**src/rtl/control_unit_pkg.sv**
```systemverilog
// rtl/control_unit_pkg.sv - shared state, opcode and branch-condition codes
package control_unit_pkg;

    typedef enum logic [2:0] {
        S_PCRST  = 3'd0,
        S_FETCH  = 3'd1,
        S_DECODE = 3'd2,
        S_LOAD   = 3'd3,
        S_STORE  = 3'd4,
        S_BRANCH = 3'd5,
        S_ALU    = 3'd6
    } state_t;

    localparam logic [1:0] OP_LOAD   = 2'b00;
    localparam logic [1:0] OP_STORE  = 2'b01;
    localparam logic [1:0] OP_BRANCH = 2'b10;
    localparam logic [1:0] OP_ALU    = 2'b11;

    localparam logic [2:0] COND_ALWAYS = 3'b000;
    localparam logic [2:0] COND_Z      = 3'b001;
    localparam logic [2:0] COND_N      = 3'b010;
    localparam logic [2:0] COND_N_OR_Z = 3'b011;
    localparam logic [2:0] COND_NEVER  = 3'b100;
    localparam logic [2:0] COND_NOT_Z  = 3'b101;
    localparam logic [2:0] COND_NOT_N  = 3'b110;
    localparam logic [2:0] COND_POS    = 3'b111;

endpackage

```
**src/rtl/branch_cond.sv**
```systemverilog
// rtl/branch_cond.sv - combinational branch-condition decode
module branch_cond
    import control_unit_pkg::*;
(
    input  logic [2:0] cond,
    input  logic       z,
    input  logic       n,
    output logic       taken
);

    // Map the condition code and current flags onto a taken decision.
    always_comb begin
        taken = 1'b0;
        case (cond)
            COND_ALWAYS: taken = 1'b1;
            COND_Z:      taken = z;
            COND_N:      taken = n;
            COND_N_OR_Z: taken = n | z;
            COND_NEVER:  taken = 1'b0;
            COND_NOT_Z:  taken = ~z;
            COND_NOT_N:  taken = ~n;
            COND_POS:    taken = ~n & ~z;
            default:     taken = 1'b0;
        endcase
    end

endmodule

```
**src/rtl/control_unit.sv**
```systemverilog
// rtl/control_unit.sv - Moore control FSM with retired-instruction counter
module control_unit
    import control_unit_pkg::*;
#(
    parameter int ICNT_W = 16
) (
    input  logic              clk,
    input  logic              rst_n,
    input  logic              run,
    input  logic [1:0]        ir_op,
    input  logic [2:0]        ir_cond,
    input  logic              flag_z,
    input  logic              flag_n,
    output logic              ld_ir,
    output logic              ld_rdir,
    output logic              ld_pc,
    output logic              mem_w,
    output logic              mux_1_pc,
    output logic              reset_pc_sel,
    output logic              ld_reg,
    output logic              ld_flags,
    output logic              reg_src,
    output logic [2:0]        state,
    output logic [ICNT_W-1:0] instr_count
);

    state_t state_q;
    state_t state_d;
    logic   br_taken;

    branch_cond u_branch_cond (
        .cond  (ir_cond),
        .z     (flag_z),
        .n     (flag_n),
        .taken (br_taken)
    );

    assign state = state_q;

    // State register; reset forces S_PCRST immediately so its decode appears without a clock.
    always_ff @(posedge clk or negedge rst_n) begin
        if (!rst_n) begin
            state_q <= S_PCRST;
        end else begin
            state_q <= state_d;
        end
    end

    // Count every IR load, wrapping naturally at the counter width.
    always_ff @(posedge clk or negedge rst_n) begin
        if (!rst_n) begin
            instr_count <= '0;
        end else if (ld_ir) begin
            instr_count <= instr_count + {{(ICNT_W-1){1'b0}}, 1'b1};
        end
    end

    // Next-state and control decode; the fetch enables are held off while run is low.
    always_comb begin
        state_d      = S_PCRST;
        ld_ir        = 1'b0;
        ld_rdir      = 1'b0;
        ld_pc        = 1'b0;
        mem_w        = 1'b0;
        mux_1_pc     = 1'b0;
        reset_pc_sel = 1'b0;
        ld_reg       = 1'b0;
        ld_flags     = 1'b0;
        reg_src      = 1'b0;
        case (state_q)
            S_PCRST: begin
                reset_pc_sel = 1'b1;
                ld_pc        = 1'b1;
                state_d      = S_FETCH;
            end
            S_FETCH: begin
                if (run) begin
                    ld_ir   = 1'b1;
                    ld_pc   = 1'b1;
                    state_d = S_DECODE;
                end else begin
                    state_d = S_FETCH;
                end
            end
            S_DECODE: begin
                ld_rdir = 1'b1;
                case (ir_op)
                    OP_LOAD:   state_d = S_LOAD;
                    OP_STORE:  state_d = S_STORE;
                    OP_BRANCH: state_d = S_BRANCH;
                    default:   state_d = S_ALU;
                endcase
            end
            S_LOAD: begin
                mux_1_pc = 1'b1;
                ld_reg   = 1'b1;
                ld_flags = 1'b1;
                state_d  = S_FETCH;
            end
            S_STORE: begin
                mux_1_pc = 1'b1;
                mem_w    = 1'b1;
                state_d  = S_FETCH;
            end
            S_BRANCH: begin
                // A taken branch fetches its target here, so it goes straight to decode.
                if (br_taken) begin
                    mux_1_pc = 1'b1;
                    ld_ir    = 1'b1;
                    ld_pc    = 1'b1;
                    state_d  = S_DECODE;
                end else begin
                    state_d = S_FETCH;
                end
            end
            S_ALU: begin
                ld_reg   = 1'b1;
                reg_src  = 1'b1;
                ld_flags = 1'b1;
                state_d  = S_FETCH;
            end
            default: begin
                state_d = S_PCRST;
            end
        endcase
    end

endmodule

```
**config.mk**
```make
export PLATFORM = sky130hd
export DESIGN_NAME = control_unit
export DESIGN_NICKNAME = d
export VERILOG_FILES = /design/src/rtl/control_unit_pkg.sv /design/src/rtl/branch_cond.sv /design/src/rtl/control_unit.sv
export SDC_FILE = /design/constraint.sdc
export NUM_CORES = 1
export LEC_CHECK = 0
export ABC_CLOCK_PERIOD_IN_PS = 7200
export CAP_MARGIN = 15
export CORE_MARGIN = 2
export CORE_UTILIZATION = 40
export CTS_CLUSTER_SIZE = 25
export DETAILED_ROUTE_END_ITERATION = 10
export GPL_ROUTABILITY_DRIVEN = 0
export PLACE_DENSITY = 0.81
export SYNTH_ARGS = -nofsm -noshare
export SYNTH_HDL_FRONTEND = slang
export SYNTH_SLANG_ARGS = --single-unit
```
**constraint.sdc**
```tcl
create_clock -name clk -period 7.2 [get_ports clk]
set_input_delay 1.8 -clock clk [delete_from_list [all_inputs] [get_ports clk]]
set_output_delay 1.8 -clock clk [all_outputs]
set_load 0.01 [all_outputs]
```
==> run metrics, run 1 <==
Skew-Pair Late Insertion Delay 0.28 ns; PnR Total Power 428 µW; Die X 55.7 µm; RSZ-0062 raised after global routing no; Site Rows 18; largest net degree at the start of global routing 20; CP max-delay cell clkdlybuf4s50_1; vias 867; status complete, no violations; Netlist cell types 30; Max-slew headroom 0.438; Post-Syn Area 0.00107 mm²; final wirelength 2210 µm; initial antenna violation count 0; die area 0.00310 mm²; CP cell instances clkdlybuf4s50_1, nand2b_1, a221oi_1, a2111oi_4, buf_4, or2_2, clkdlybuf4s50_1; crit path kind in2out; syn_area_per_cell 10.7 µm²; Hold Fails Final Rpt 0; core area 0.00250 mm²; skew final 0.00268 ns; Util after Layout 0.590; GRT Util Overall 0.141; ratio of cells with drive above 1 in the final layout 0.0809; final setup vio count 0; worst hold-check path type reg2reg; Final nets 151; Seq cells post-synth 19; max-capacitance violation count 0; post-route ant nets 0; Slew Limit Fails 0; Critical Path RT 5.40 ns; Synth-to-Final Area Change 37.9%; fin crit period 5.70 ns; Worst setup SP type input pin; vias per cell 5.22; setup TNS 0 ns; Ant. Diodes 0; placed wire-length estimate 1700 µm; Chip Height 55.7 µm; DR iter-0 viols 15; CP arrival 3.90 ns; Syn Nets 114; # IOs 38; port bufs 37; number of global-route vias before repair 841; Worst IR Drop VDD 0.246 mV; Leak 0.603 nW; CP Capture Type output pin; total grt overflow 0; Setup Fix Bufs, Post-CTS 0; Yosys Warn Count 0; CTS root buf clkbuf_4; critical path's largest stage delay 0.50 ns; register area share after synthesis 0.444; starting density of the core 0.428; CTS tree built; fmax 175 MHz; CTS resizes 0; wire per inst 13.3 µm; first-pass GRT wire length 3530 µm; Worst R2R Setup Slack 5.37 ns; Num CTS Buffers 3; Worst-Margin Slew 0.841 ns; Num Clock Sinks 19; H-Tree Depth 1; Worst-path clk slew 0.09 ns; post-cts hold buffer count 0; Most common cell on crit path clkdlybuf4s50_1; Synth Instances 100; CTS max path bufs 2; crit-path max FO 19; Initial DRT Pass Iterations 4; Cell Pwr Density 290 mW/mm²; drt drc 0; Tcrit/Tclk final 0.791
==> area by class of cell <==
cell class	instances	area, µm²
inverter	3	11.3
timing repair buffer	38	378
multi-input combinational	72	547
tap	30	37.5
sequential	19	475
clock buffer	4	26.3
fill	228	1020
==> metrics by stage <==
step	setup WS [ns]	hold slack (ns)	instances	area, µm²
after floorplan	2.35	0.508	100	1070
after global placement	1.56	0.463	162	1450
after detailed placement	1.50	0.462	162	1450
after CTS	1.49	0.481	166	1480
after global routing	1.41	0.505	166	1480
final	1.50	0.474	166	1480
==> cells in the mapped netlist, drive strengths merged <==
cell type / n / area (µm²)
nor3b: 1 / 7.51
nand3: 6 / 50.1
o31a: 1 / 8.76
buf: 4 / 28.8
a221oi: 1 / 8.76
or2: 1 / 6.26
and3: 3 / 18.8
and3b: 1 / 8.76
nand2: 5 / 18.8
nand2b: 5 / 31.3
xor2: 3 / 26.3
dfrtp: 19 / 475
o221ai: 1 / 8.76
nand4: 8 / 50.1
a22o: 1 / 8.76
clkbuf: 2 / 7.51
xnor2: 14 / 123
ha: 4 / 50.1
inv: 3 / 11.3
o21bai: 1 / 7.51
nor2: 4 / 15.0
mux2: 1 / 11.3
and2: 5 / 31.3
a2111oi: 1 / 27.5
o22ai: 1 / 6.26
nor2b: 2 / 12.5
nor3: 2 / 10.0
==> cell families (layout without fill, tap and decap cells) <==
kind of cell / count (synthesis) / in the layout / share of synthesized area
compound gates: 7 / 7 / 0.0714
xor+xnor: 17 / 17 / 0.139
fa+ha+maj: 4 / 4 / 0.0468
buf+inv: 9 / 45 / 0.0444
flops: 19 / 19 / 0.444
mux: 1 / 1 / 0.0105
simple gates: 43 / 43 / 0.243
==> state kept, by name, indices dropped and copies added, names as in the netlist <==
signal       cells
instr_count     16
state            3
==> layout by cell type (no fill, tap or decap), drive strengths merged, types with 2 or more instances in the layout <==
| master | Yosys | final |
|---|---|---|
| nor2b | 2 | 2 |
| nor3 | 2 | 2 |
| nor2 | 4 | 4 |
| dfrtp | 19 | 19 |
| and3 | 3 | 3 |
| nand4 | 8 | 8 |
| xnor2 | 14 | 14 |
| and2 | 5 | 5 |
| xor2 | 3 | 3 |
| nand3 | 6 | 6 |
| nand2b | 5 | 5 |
| nand2 | 5 | 5 |
| ha | 4 | 4 |
| clkdlybuf4s50 | 0 | 37 |
| inv | 3 | 3 |
| clkbuf | 2 | 4 |
==> per-layer routing <==
metal	GRT usage	share of wire	vias up
li1	-	-	413
met1	0.161	0.41	419
met2	0.265	0.52	33
met3	0.0256	0.064	2
met4	0.0418	0.0027	0
met5	0	0	-
==> where the power goes <==
part / switching (mW) / internal (mW) / total (mW)
logic: 0.0930 / 0.120 / 0.213
clock network: 0.0292 / 0.0215 / 0.0507
registers: 0.0349 / 0.129 / 0.164
total: 0.157 / 0.271 / 0.428
==> path summary, 6_finish.rpt <==
path                                 startpoint               to  cells past startpoint
worst max-delay path                 ir_cond[0]            ld_pc                      7
worst min register to register  instr_count[15]  instr_count[15]                      1
max in group asynchronous                 rst_n  instr_count[15]                      1
min in group asynchronous                 rst_n   instr_count[1]                      1
worst max register to register         state[2]   instr_count[1]                      4
worst min-delay path            instr_count[15]  instr_count[15]                      1
==> critical path: cells and delay by family <==
family                 cells  cell delay, ns
AND/OR/NAND/NOR            2            0.36
buffers and inverters      3            1.21
AO/OA/AOI/OAI              2            0.51
No activity file was read; power rests on OpenSTA's default activity.
==> run 2, diff against run 1 <==
ABC_CLOCK_PERIOD_IN_PS = 5900   (was 7200)
clock period = 5.9 ns   (was 7.2 ns; I/O delays follow)
==> run 2 against run 1 <==
Combinational power up 22%. Clock skew grew 0.0062 ns. Largest cell class unchanged. Via count rose by 1.3%. Setup slack got worse by 0.60 ns. Non-clock buffer count stayed put. Sequential power is 23% higher. Wire length is 1.3% higher. First-iteration DRC count is 40% lower.
==> run metrics, run 2 (synthesized netlist as in run 1, its figures left out) <==
status complete, no violations; CTS resizes 0; CP Capture Type output pin; CTS max path bufs 2; ratio of cells with drive above 1 in the final layout 0.0809; register bank with the most flops instr_count; CTS tree built; die area 0.00310 mm²; wire per inst 13.5 µm; top routing layer used met4; worst hold path depth 1; number of flip-flops in the largest register 16; Worst-path clk slew 0.10 ns; Placed Area 0.00145 mm²; Worst R2R Setup Slack 4.04 ns; core area 0.00250 mm²; H-Tree Depth 1; Ant. Diodes 0; vias per cell 5.29; Chip Height 55.7 µm; reg2reg path depth 4; total grt overflow 0; Util after Layout 0.590; fin crit period 5.00 ns; post-cts hold buffer count 0; port bufs 37; Initial DRT Pass Iterations 4; Finished Cell Area 0.00148 mm²; WL met1 980 µm; GRT Util Overall 0.159; Num CTS Buffers 3; most frequent cells in the layout 37 x clkdlybuf4s50_1, 19 x dfrtp_1, 14 x xnor2_1, 8 x nand4_1; met2 wire length 1100 µm; critical path's largest stage delay 0.58 ns; setup TNS 0 ns; Leak 0.603 nW; skew final 0.00889 ns; # IOs 38; drt drc 0; Site Rows 18; Worst IR Drop VDD 0.296 mV; crit-path max FO 18; crit path kind in2out; Fill cells 223; Slew Limit Fails 0; Synth-to-Final Area Change 37.9%; Num Clock Sinks 19; final setup vio count 0; setup ws final 0.902 ns; RSZ-0062 raised after global routing no; Critical Path RT 4.43 ns; CTS root buf clkbuf_4; Place WS 0.914 ns; WL met3 121 µm; Max-slew headroom 0.449; final wirelength 2240 µm; commonest non-fill, non-tap cell in the layout clkdlybuf4s50_1; number of global-route vias before repair 885; Hold Crit Start instr_count[15]; fmax 200 MHz; Reg2Reg Launch Point state[2]; worst hold endpoint instr_count[15]; vias 878; Most common cell on crit path clkdlybuf4s50_1; Setup Fix Bufs, Post-CTS 0; worst hold-check path type reg2reg; FF-to-FF End instr_count[1]; Die X 55.7 µm; CP cell instances clkdlybuf4s50_1, nand2b_1, a22o_1, a2111oi_4, buf_4, clkdlybuf4s50_1; Final nets 151; placed wire-length estimate 1700 µm; first-pass GRT wire length 3920 µm; DR iter-0 viols 9; post-route ant nets 0; initial antenna violation count 0; CP arrival 3.52 ns; starting density of the core 0.428; Worst setup SP type input pin; storage element area 475 µm²; area of the multi-input gates 547 µm²; Cell Pwr Density 356 mW/mm²; max-capacitance violation count 0; Hold Fails Final Rpt 0; Tcrit/Tclk final 0.847; CP max-delay cell clkdlybuf4s50_1; Worst-Margin Slew 0.825 ns; largest net degree at the start of global routing 20; Skew-Pair Late Insertion Delay 0.30 ns
## run 2: cell counts in the layout (fill, tap and decap cells not counted)
No cell type changed its count.
## run 2: layout make-up
cell class | count | share of cell area
multi-input combinational | 72 | 0.371
sequential | 19 | 0.322
timing repair buffer | 38 | 0.256
tap | 30 | 0.0254
clock buffer | 4 | 0.0178
inverter | 3 | 0.00763
## run 2: metrics by stage
step,power (mW),hold WS [ns],cells
2_1_floorplan,0.340,0.508,100
6_report,0.525,0.474,166
3_5_place_dp,0.464,0.467,162
3_3_place_gp,0.456,0.464,162
5_1_grt,0.564,0.510,166
4_1_cts,0.531,0.481,166
## run 2: how the worst max path moves through the flow
stage	startpoint	endpoint	slack (ns)	cells after the start
finish	ir_cond[0]	ld_ir	0.90	6
global route	ir_cond[0]	ld_ir	0.80	6
CTS	ir_cond[0]	ld_ir	0.91	6
detailed placement	ir_cond[0]	ld_ir	0.91	6
global placement	ir_cond[0]	ld_ir	0.97	6
floorplan	ir_cond[1]	ld_pc	1.70	5
## run 2: where the power goes
group / internal, mW / total (mW) / leakage, nW / switching, mW
sequential: 0.158 / 0.201 / 0.251 / 0.0428
combinational: 0.147 / 0.259 / 0.337 / 0.113
clock: 0.0264 / 0.0651 / 0.0150 / 0.0388
total: 0.331 / 0.525 / 0.603 / 0.194
## run 2: layer usage
metal | track usage | vias up
li1 | - | 418
met1 | 0.191 | 423
met2 | 0.279 | 32
met3 | 0.0279 | 5
met4 | 0.0627 | 0
met5 | 0 | -
## run 2: critical path: cells and delay by family
| family | cells | cell delay [ns] |
|---|---|---|
| AND/OR/NAND/NOR | 1 | 0.08 |
| AO/OA/AOI/OAI | 2 | 0.58 |
| buffers and inverters | 3 | 1.38 |
